$ cat src/rtl/sd_hc_regs_pkg.sv
// sd_hc_regs_pkg: word addresses, access types and default constants for the SD host register file
package sd_hc_regs_pkg;
  typedef enum logic [2:0] {RW, RO, W1C, WO, RSVD} acc_t;
  localparam int ADDR_SDMA = 0, ADDR_BLK = 1, ADDR_ARG = 2, ADDR_CMD = 3, ADDR_RESP0 = 4, ADDR_RESP3 = 7;
  localparam int ADDR_BUFDATA = 8, ADDR_PSTATE = 9, ADDR_HOSTCTL = 10, ADDR_CLKCTL = 11, ADDR_INTSTAT = 12;
  localparam int ADDR_INTEN = 13, ADDR_INTSIG = 14, ADDR_ACMD12 = 15, ADDR_CAPS = 16, ADDR_FORCE = 20;
  localparam int ADDR_VERSION = 25;
  localparam logic [31:0] CAPS_DEFAULT = 32'h0000_0000;
  localparam logic [15:0] HC_VERSION_DEFAULT = 16'h0002;
  function automatic acc_t acc_type(input int a);
    case (a)
      0, 1, 2, 3, 8, 10, 11, 13, 14, 22, 23: acc_type = RW;
      4, 5, 6, 7, 9, 15, 16, 17, 18, 19, 25: acc_type = RO;
      12: acc_type = W1C;
      20: acc_type = WO;
      default: acc_type = RSVD;
    endcase
  endfunction
endpackage

$ cat src/rtl/sd_int_status.sv
// sd_int_status: one half of the interrupt status (enable-gated set, W1C clear, set wins) and its irq contribution
module sd_int_status #(
  parameter int W = 16
) (
  input  logic         clk,
  input  logic         reset,
  input  logic         clr,
  input  logic [W-1:0] set,
  input  logic [W-1:0] en,
  input  logic [W-1:0] w1c,
  input  logic [W-1:0] ie,
  output logic [W-1:0] status,
  output logic         pend
);
  always_ff @(posedge clk)
    status <= (reset || clr) ? '0 : (status & ~w1c) | (set & en);
  assign pend = |(status & ie);
endmodule

$ cat src/rtl/sd_host_regfile_v2.sv
// sd_host_regfile_v2: SD host controller register file with req/ack CPU port, status merging and interrupt
module sd_host_regfile_v2
  import sd_hc_regs_pkg::*;
#(
  parameter int DATA_WIDTH = 32,
  parameter int ADDR_WIDTH = 5,
  parameter int NUM_REGS = 28,
  parameter int SRST_CYCLES = 4,
  parameter logic [31:0] CAPS_VALUE = CAPS_DEFAULT,
  parameter logic [15:0] HC_VERSION = HC_VERSION_DEFAULT
) (
  input  logic                    clk,
  input  logic                    reset,
  input  logic                    req,
  input  logic                    rw,
  input  logic [ADDR_WIDTH-1:0]   addr,
  input  logic [DATA_WIDTH-1:0]   data_in,
  input  logic [DATA_WIDTH/8-1:0] byte_en,
  output logic [DATA_WIDTH-1:0]   data_out,
  output logic                    ack,
  output logic                    err,
  input  logic                    hw_resp_we,
  input  logic [127:0]            hw_resp_data,
  input  logic [31:0]             hw_present_state,
  input  logic [15:0]             hw_nint_set,
  input  logic [15:0]             hw_eint_set,
  input  logic [15:0]             hw_acmd12_err,
  output logic [31:0]             cmd_argument,
  output logic [15:0]             transfer_mode,
  output logic [15:0]             command,
  output logic [15:0]             block_size,
  output logic [15:0]             block_count,
  output logic [31:0]             host_control,
  output logic [15:0]             clock_control,
  output logic [7:0]              timeout_control,
  output logic                    cmd_start,
  output logic                    srst_all,
  output logic                    srst_cmd,
  output logic                    srst_dat,
  output logic                    irq
);
  localparam int NW = 2**ADDR_WIDTH;
  localparam int CW = $clog2(SRST_CYCLES + 1);
  typedef enum logic {IDLE, ACK} state_t;
  state_t state_q, state_d;
  logic [31:0] regs [NW];
  logic [2:0] srst_q, srst_new;
  logic [CW-1:0] cnt_q;
  logic [15:0] nint, eint, force_v;
  logic nint_pend, eint_pend, accept, bad, wr, sra;
  logic [31:0] bmask, w1c, rd;
  int a;
  acc_t acc;
  always_comb begin
    accept = state_q == IDLE && req;
    state_d = accept ? ACK : IDLE;
    a = int'(addr);
    acc = acc_type(a);
    bad = a >= NUM_REGS || acc == RSVD;
    wr = accept && !rw && !bad;
    bmask = {{8{byte_en[3]}}, {8{byte_en[2]}}, {8{byte_en[1]}}, {8{byte_en[0]}}};
    w1c = (wr && a == ADDR_INTSTAT) ? data_in & bmask : '0;
    force_v = (wr && a == ADDR_FORCE) ? data_in[31:16] & bmask[31:16] : '0;
    srst_new = (wr && a == ADDR_CLKCTL) ? data_in[26:24] & {3{byte_en[3]}} : '0;
    sra = srst_new[0];
    rd = bad ? '0 :
         a == ADDR_PSTATE ? hw_present_state :
         a == ADDR_CLKCTL ? {5'b0, srst_q, regs[ADDR_CLKCTL][23:0]} :
         a == ADDR_INTSTAT ? {eint, nint[15] | (|eint), nint[14:0]} :
         a == ADDR_ACMD12 ? {16'b0, hw_acmd12_err} :
         a == ADDR_CAPS ? CAPS_VALUE :
         a == ADDR_VERSION ? {HC_VERSION, 15'b0, irq} :
         regs[addr];
  end
  always_ff @(posedge clk) begin
    if (reset) begin
      state_q <= IDLE;
      data_out <= '0;
      err <= 1'b0;
      cmd_start <= 1'b0;
      irq <= 1'b0;
      srst_q <= '0;
      cnt_q <= '0;
      for (int i = 0; i < NW; i++) regs[i] <= '0;
    end else begin
      state_q <= state_d;
      if (accept && rw) data_out <= rd;
      err <= accept && bad;
      cmd_start <= wr && a == ADDR_CMD && byte_en[3];
      irq <= nint_pend | eint_pend | (regs[ADDR_INTSIG][15] & (|eint));
      if (|srst_new) begin
        srst_q <= srst_q | srst_new;
        cnt_q <= CW'(SRST_CYCLES);
      end else if (cnt_q != '0) begin
        cnt_q <= cnt_q - CW'(1);
        if (cnt_q == CW'(1)) srst_q <= '0;
      end
      // response load beats the software reset clear, which beats CPU writes
      for (int i = 0; i < NW; i++)
        if (hw_resp_we && i >= ADDR_RESP0 && i <= ADDR_RESP3) regs[i] <= hw_resp_data[32*(i%4) +: 32];
        else if (sra && i != ADDR_CLKCTL) regs[i] <= '0;
        else if (wr && a == i && acc == RW)
          regs[i] <= (regs[i] & ~(i == ADDR_CLKCTL ? bmask & 32'h00FF_FFFF : bmask)) |
                     (data_in & (i == ADDR_CLKCTL ? bmask & 32'h00FF_FFFF : bmask));
    end
  end
  assign ack = state_q == ACK;
  sd_int_status #(.W(16)) u_nint (
    .clk(clk), .reset(reset), .clr(sra), .set(hw_nint_set), .en({1'b0, regs[ADDR_INTEN][14:0]}),
    .w1c(w1c[15:0]), .ie(regs[ADDR_INTSIG][15:0]), .status(nint), .pend(nint_pend)
  );
  sd_int_status #(.W(16)) u_eint (
    .clk(clk), .reset(reset), .clr(sra), .set(hw_eint_set | force_v), .en(regs[ADDR_INTEN][31:16]),
    .w1c(w1c[31:16]), .ie(regs[ADDR_INTSIG][31:16]), .status(eint), .pend(eint_pend)
  );
  assign cmd_argument = regs[ADDR_ARG];
  assign transfer_mode = regs[ADDR_CMD][15:0];
  assign command = regs[ADDR_CMD][31:16];
  assign block_size = regs[ADDR_BLK][15:0];
  assign block_count = regs[ADDR_BLK][31:16];
  assign host_control = regs[ADDR_HOSTCTL];
  assign clock_control = regs[ADDR_CLKCTL][15:0];
  assign timeout_control = regs[ADDR_CLKCTL][23:16];
  assign srst_all = srst_q[0];
  assign srst_cmd = srst_q[1];
  assign srst_dat = srst_q[2];
endmodule

$ cat config.mk
export PLATFORM = sky130hd
export DESIGN_NAME = sd_host_regfile_v2
export DESIGN_NICKNAME = d
export VERILOG_FILES = /design/src/rtl/sd_hc_regs_pkg.sv /design/src/rtl/sd_int_status.sv /design/src/rtl/sd_host_regfile_v2.sv
export SDC_FILE = /design/constraint.sdc
export NUM_CORES = 1
export LEC_CHECK = 0
export BUFFER_PORTS_ARGS = -buffer_cell sky130_fd_sc_hd__buf_2
export CORE_MARGIN = 2
export CORE_UTILIZATION = 40
export CTS_BUF_LIST = sky130_fd_sc_hd__clkbuf_8 sky130_fd_sc_hd__clkbuf_16
export DETAILED_ROUTE_END_ITERATION = 7
export MAX_ROUTING_LAYER = met4
export PLACE_DENSITY = 0.6
export SLEW_MARGIN = 5
export SYNTH_ARGS = -nofsm -noshare
export SYNTH_HDL_FRONTEND = slang
export SYNTH_SLANG_ARGS = --single-unit
$ cat constraint.sdc
create_clock -name clk -period 5.45 [get_ports clk]
set_clock_uncertainty 0.15 [all_clocks]
set_input_delay 0.8175 -clock clk [delete_from_list [all_inputs] [get_ports clk]]
set_output_delay 0.8175 -clock clk [all_outputs]
set_load 0.005 [all_outputs]
==> reports/qor.yml, run 1 <==
critical_path:
  cp_max_fo: 59
  r2r-start: "ack$_SDFF_PP0_"
  r2r_slack_ps: 1810
  end_kind: "flip-flop"
  r2r-end: "regs[13][20]$_SDFFCE_PN0P_"
  cp_data_required_time_ps: 5630
  arrival_ps: 3900
  worst-r2r-cell-count: 6
  start_kind: "primary input"
  path_class: "in2reg"
finish:
  nFillCells: 10200
  fin_nets: 4398
  drive_gt1_frac: 0.238
  mostFrequentLayoutCell: "edfxtp_1"
  final_cell_mix: "edfxtp_1 (986), conb_1 (514), buf_2 (439)"
  area_delta_synth_final_pct: 20.5
sta:
  period_needed_ps: 3720
  slew_viol_final: 0
  grt_setup_unrepaired: "false"
  min_period_over_period: 0.682
  relSlewSlack: 0.176
  setup_viol: 0
  fmax_mhz: 269
  fin_setup_tns_ps: 0
  fin_hold_ws_ps: 221
  worst_pin_slew_ps: 1230
  setup_ws_ps: 1730
  hold_viol_final: 0
global_route:
  grt_use_met3: 0.0600
  grt_max_degree: 103
  grt.total_usage: 0.280
  grt.met2_usage: 0.428
  grt_use_met1: 0.372
  grt_pass1_vias: 31200
  antenna_found_initial: 15
  grt_pass1_wl_mm: 234
  grt_overflow_total: 0
  grt-busiest-layer: "met2"
yosys:
  seq_area_frac_synth: 0.659
  synth.distinct_cells: 77
  synth_area_um2: 47200
  synth_edf_count: 986
  synthFlopType: "edfxtp_1"
  async_flop_share: 0
  synth_warnings: 0
  ys_seq_elements: 1060
  avgSynthCellArea_um2: 14.7
  synthCells: 3217
clock_network:
  root_buffer: "clkbuf_16"
  cts_resized: 0
  htree_levels: 3
  postCtsHoldBufs: 0
  cts_tree: "built"
  numCtsBuffers: 113
  cts_sinks: 1060
  clkTransAtPathRegs_ps: 60
  clock_latency_ps: 700
  clockBufferDepth: 3
  cts_setup_buffers: 0
hold_path:
  holdPathStages: 3
  holdCritPathClass: "in2reg"
  min-delay-start: "hw_nint_set[6]"
  worstHoldEndpoint: "u_nint.status[6]$_SDFF_PP0_"
floorplanning:
  die_w_um: 347
  core_area_um2: 117000
  pin_count: 445
  start_util: 0.405
  rows: 125
  die_area_um2: 121000
  fp.dieH_um: 347
outcome:
  status: "complete, no violations"
routing:
  wl_per_cell_um: 29.1
  route.detailed.drc: 0
  ant_nets: 0
  num_vias: 32700
  dr.pass1.iters: 8
  drt_wl_total_mm: 168
  drt-vias-per-instance: 5.66
  drtIter0Drc: 4624
power:
  max-vdd-ir-drop_mv: 0.247
  clkPwrFrac: 0.401
  cellPowerDensity_nw_per_um2: 339
  leakage_nw: 21.3
  p_sw_frac: 0.242
  seqPwrFrac: 0.503
  combPwrFrac: 0.096
  switchingPower_w: 0.00466
  power.internal_w: 0.0146
placed_design:
  hpwl_mm: 114
  gp_congestion: 0.949
  dp_slack_ps: 1140
  io_buffers: 443
flow_run:
  maxCapViolations: 0
## registers in the layout, summed over array words and instances (netlist names)
register,count
ack,1
cmd_start,1
cnt_q,3
data_out,32
err,1
irq,1
regs,986
srst_q,3
u_eint.status,16
u_nint.status,16
## logic make-up (layout without fill, tap and decap cells)
kind of cell | count (synthesis) | after routing | synth area share
flip-flops | 1060 | 1060 | 0.659
AND/OR/NAND/NOR | 823 | 823 | 0.0991
AO/OA/AOI/OAI | 749 | 749 | 0.0972
buffers and inverters | 283 | 788 | 0.0271
XOR/XNOR | 2 | 2 | 0.000372
adder cells (fa/ha/maj) | 3 | 3 | 0.000796
multiplexers | 296 | 296 | 0.116
other | 1 | 524 | 0.0000795
## metrics by stage
stage	total power (W)	utilization	instance area, µm²	cells
finish	0.0193	0.488	56800	5769
global placement	0.0116	0.456	53200	5550
detailed placement	0.0117	0.456	53200	5550
CTS	0.0193	0.488	56800	5759
floorplan	0.0108	-	49100	3730
global route	0.0198	0.488	56800	5765
## how the worst max path moves through the flow
stage	start	endpoint	slack, ps	depth (start not counted)
floorplan	addr[0]	regs[23][0]$_SDFFCE_PP0P_	1080	5
global placement	addr[1]	regs[13][18]$_SDFFCE_PN0P_	1170	7
detailed placement	addr[1]	regs[13][19]$_SDFFCE_PN0P_	1140	7
CTS	addr[1]	regs[13][13]$_SDFFCE_PN0P_	1860	7
global route	addr[1]	regs[13][23]$_SDFFCE_PN0P_	1690	7
finish	addr[1]	regs[13][20]$_SDFFCE_PN0P_	1730	7
## per-layer routing
metal / up-vias / routed length (µm)
li1: 13800 / -
met1: 16600 / 65400
met2: 1978 / 78000
met3: 267 / 18300
met4: 0 / 6060
met5: - / 0
## power by group through the flow
stage	clock network [W]	logic (W)	registers [W]
5_1_grt	0.00811	0.00194	0.00973
6_report	0.00772	0.00184	0.00969
2_1_floorplan	0	0.00103	0.00976
3_3_place_gp	0	0.00180	0.00983
4_1_cts	0.00780	0.00181	0.00968
3_5_place_dp	0	0.00181	0.00985
## synth_stat cells (10+ instances only)
cell type,n,share of area
inv_1,23,0.0018
a31oi_1,11,0.0015
dfxtp_1,74,0.031
nand4_1,18,0.0024
o21ai_0,94,0.010
a22o_1,19,0.0035
clkbuf_1,169,0.013
mux4_2,195,0.093
a211o_1,14,0.0026
o221ai_1,15,0.0028
nor2b_1,13,0.0017
buf_2,48,0.0051
and2_1,133,0.018
o22ai_1,38,0.0050
nand2_1,130,0.010
mux2i_1,47,0.010
edfxtp_1,986,0.63
nand2b_1,360,0.048
a21oi_1,400,0.042
nand3_1,34,0.0036
a22oi_1,31,0.0049
a221o_1,19,0.0040
a221oi_1,37,0.0069
mux2_2,54,0.013
nor3_1,20,0.0021
nand3b_1,10,0.0016
nor2_1,61,0.0049
buf_4,23,0.0037
## final cells by class
class | instances | area, µm² | area share
Sequential cell | 1060 | 31100 | 0.547
Multi-Input combinational cell | 2387 | 16800 | 0.296
Timing Repair Buffer | 554 | 3220 | 0.0566
Clock buffer | 118 | 2910 | 0.0512
Tap cell | 1524 | 1910 | 0.0335
Clock inverter | 91 | 757 | 0.0133
Inverter | 25 | 93.8 | 0.00165
Antenna cell | 10 | 25.0 | 0.000440
## worst max-delay path: stages
cell	delay, ps
clkbuf_8	480
nor2b_1	260
o22ai_1	100
a221oi_2	860
nand3_2	590
nand2_2	190
buf_4	510
Power figures use the tool's default switching activity.
==> run 2, diff against run 1 <==
Settings changed: PLACE_DENSITY 0.6 to 0.62.
Clock period 5.45 ns to 3.4 ns, I/O delays scaled along.
==> run 2 against run 1 <==
Against the previous run:
- the run now ends with design-rule violations left
- critical endpoint is now regs[1][0]$_SDFFCE_PN0P_
- sequential cell count unchanged
- largest power group unchanged
- cell count rose by 5.0%
- setup slack worse by 1200 ps
- worst hold slack got worse by 210 ps
- sequential share of layout area down 2.8 points
- via count is 5.0% higher
- non-clock buffer count increased by 286
- total power is 60% higher
==> reports/qor.yml, run 2 (synthesized netlist as in run 1, its figures left out) <==
outcome:
  violations: "design-rule violations"
  status: "finished with violations"
critical_path:
  cp_max_fo: 30
  arrival_ps: 3130
  crit_family: "buffers and inverters"
  cp_data_required_time_ps: 3630
  start_kind: "primary input"
  end_kind: "flip-flop"
  path_class: "in2reg"
  max_stage_delay_ps: 630
  cp_common_cell: "buf_12"
  path_cells: "dlygate4sd3_1 > buf_2 > or3b_2 > nor3_2 > a21oi_4 > buf_12 > nand2_2 > buf_12"
  worst-path-buf-inv: 4
  slowest_stage: "dlygate4sd3_1"
global_route:
  grt_max_degree: 129
  grt_pass1_vias: 33000
  grt_overflow_total: 0
  antenna_found_initial: 15
  grt.total_usage: 0.289
  grt_pass1_wl_mm: 242
placed_design:
  dp_slack_ps: 53.8
  gp_congestion: 0.965
  hpwl_mm: 120
  io_buffers: 443
clock_network:
  htree_levels: 3
  numCtsBuffers: 111
  root_buffer: "clkbuf_16"
  clkTransAtPathRegs_ps: 60
  cts_tree: "built"
  clockBufferDepth: 3
  clock_latency_ps: 710
  postCtsHoldBufs: 169
  cts_resized: 0
  cts_setup_buffers: 0
  cts_sinks: 1060
finish:
  mostFrequentLayoutCell: "edfxtp_1"
  top_register: "regs"
  area_delta_synth_final_pct: 26.9
  nFillCells: 9793
  fin_nets: 4682
  multi_input_area_um2: 16800
  regArea_um2: 31100
  final_cell_mix: "edfxtp_1 (986), conb_1 (514), buf_2 (440)"
  reg_top3: "regs (986), data_out (32)"
  largest_register_ffs: 986
  drive_gt1_frac: 0.249
routing:
  route.detailed.drc: 8
  drt_wl_total_mm: 173
  wl_per_cell_um: 28.6
  drt-vias-per-instance: 5.66
  dr.pass1.iters: 8
  num_vias: 34300
  drtIter0Drc: 4946
  ant_nets: 0
floorplanning:
  die_area_um2: 121000
  pin_count: 445
  rows: 125
  start_util: 0.405
  core_area_um2: 117000
  fp.dieH_um: 347
  die_w_um: 347
flow_run:
  maxCapViolations: 0
power:
  cellPowerDensity_nw_per_um2: 516
  max-vdd-ir-drop_mv: 0.371
  leakage_nw: 22.7
hold_path:
  holdCritPathClass: "in2reg"
sta:
  setup_viol: 0
  slew_viol_final: 0
  worst_pin_slew_ps: 1110
  min_period_over_period: 0.854
  grt_setup_unrepaired: "false"
  fin_hold_ws_ps: 11.1
  fin_setup_tns_ps: 0
  hold_viol_final: 0
  setup_ws_ps: 496
  relSlewSlack: 0.254
  fmax_mhz: 344
  period_needed_ps: 2900
run 2: changes by cell type in the layout (fill, tap and decap cells not counted), moves of 4 or more:
cell / before / now
clkinv_1: 30 / 23
bufinv_16: 13 / 9
buf_12: 11 / 54
inv_1: 44 / 53
dlygate4sd3_1: 0 / 169
buf_4: 101 / 174
run 2: path summary, 6_finish.rpt:
kind	slack (ps)	endpoint	cells after the start	from
min	10	u_eint.status[1]$_SDFF_PP0_	3	hw_eint_set[1]
max	500	regs[1][0]$_SDFFCE_PN0P_	8	req
min reg2reg	310	data_out[16]$_SDFFE_PP0P_	2	data_out[16]$_SDFFE_PP0P_
max reg2reg	670	irq$_SDFF_PP0_	5	u_eint.status[11]$_SDFF_PP0_
run 2: metrics by stage:
step	instances	total power (W)	utilization	instance area [µm²]
finish	6056	0.0309	0.514	59900
global route	6056	0.0317	0.514	59900
CTS	6047	0.0309	0.513	59800
detailed placement	5667	0.0189	0.468	54600
global placement	5667	0.0188	0.468	54600
floorplan	3730	0.0173	-	49100
run 2: worst register-to-register path, cell delays in order, from the launching register on:
cell and delay, ps:
dfxtp_1 400, nor4_1 690, nand4_1 370, a2111oi_1 670, buf_4 240, nor2_1 50
run 2: power by group:
part	switching, W	internal [W]
clock network	0.00524	0.00679
registers	0.000386	0.0152
logic	0.00194	0.00138
total	0.00756	0.0233
run 2: cell type report:
cell class                      instances  area share
Sequential cell                      1060       0.519
Multi-Input combinational cell       2387       0.281
Timing Repair Buffer                  840       0.106
Clock buffer                          118      0.0482
Tap cell                             1524      0.0319
Clock inverter                         93      0.0116
Inverter                               25     0.00157
Antenna cell                            9    0.000376
run 2: layer usage:
metal  vias up  part of all wire  GRT usage
met5         -                 0          -
met4         0             0.043      0.113
met3       333              0.12     0.0649
met2      2269              0.46      0.435
met1     17300              0.38      0.381
li1      14400                 -          -
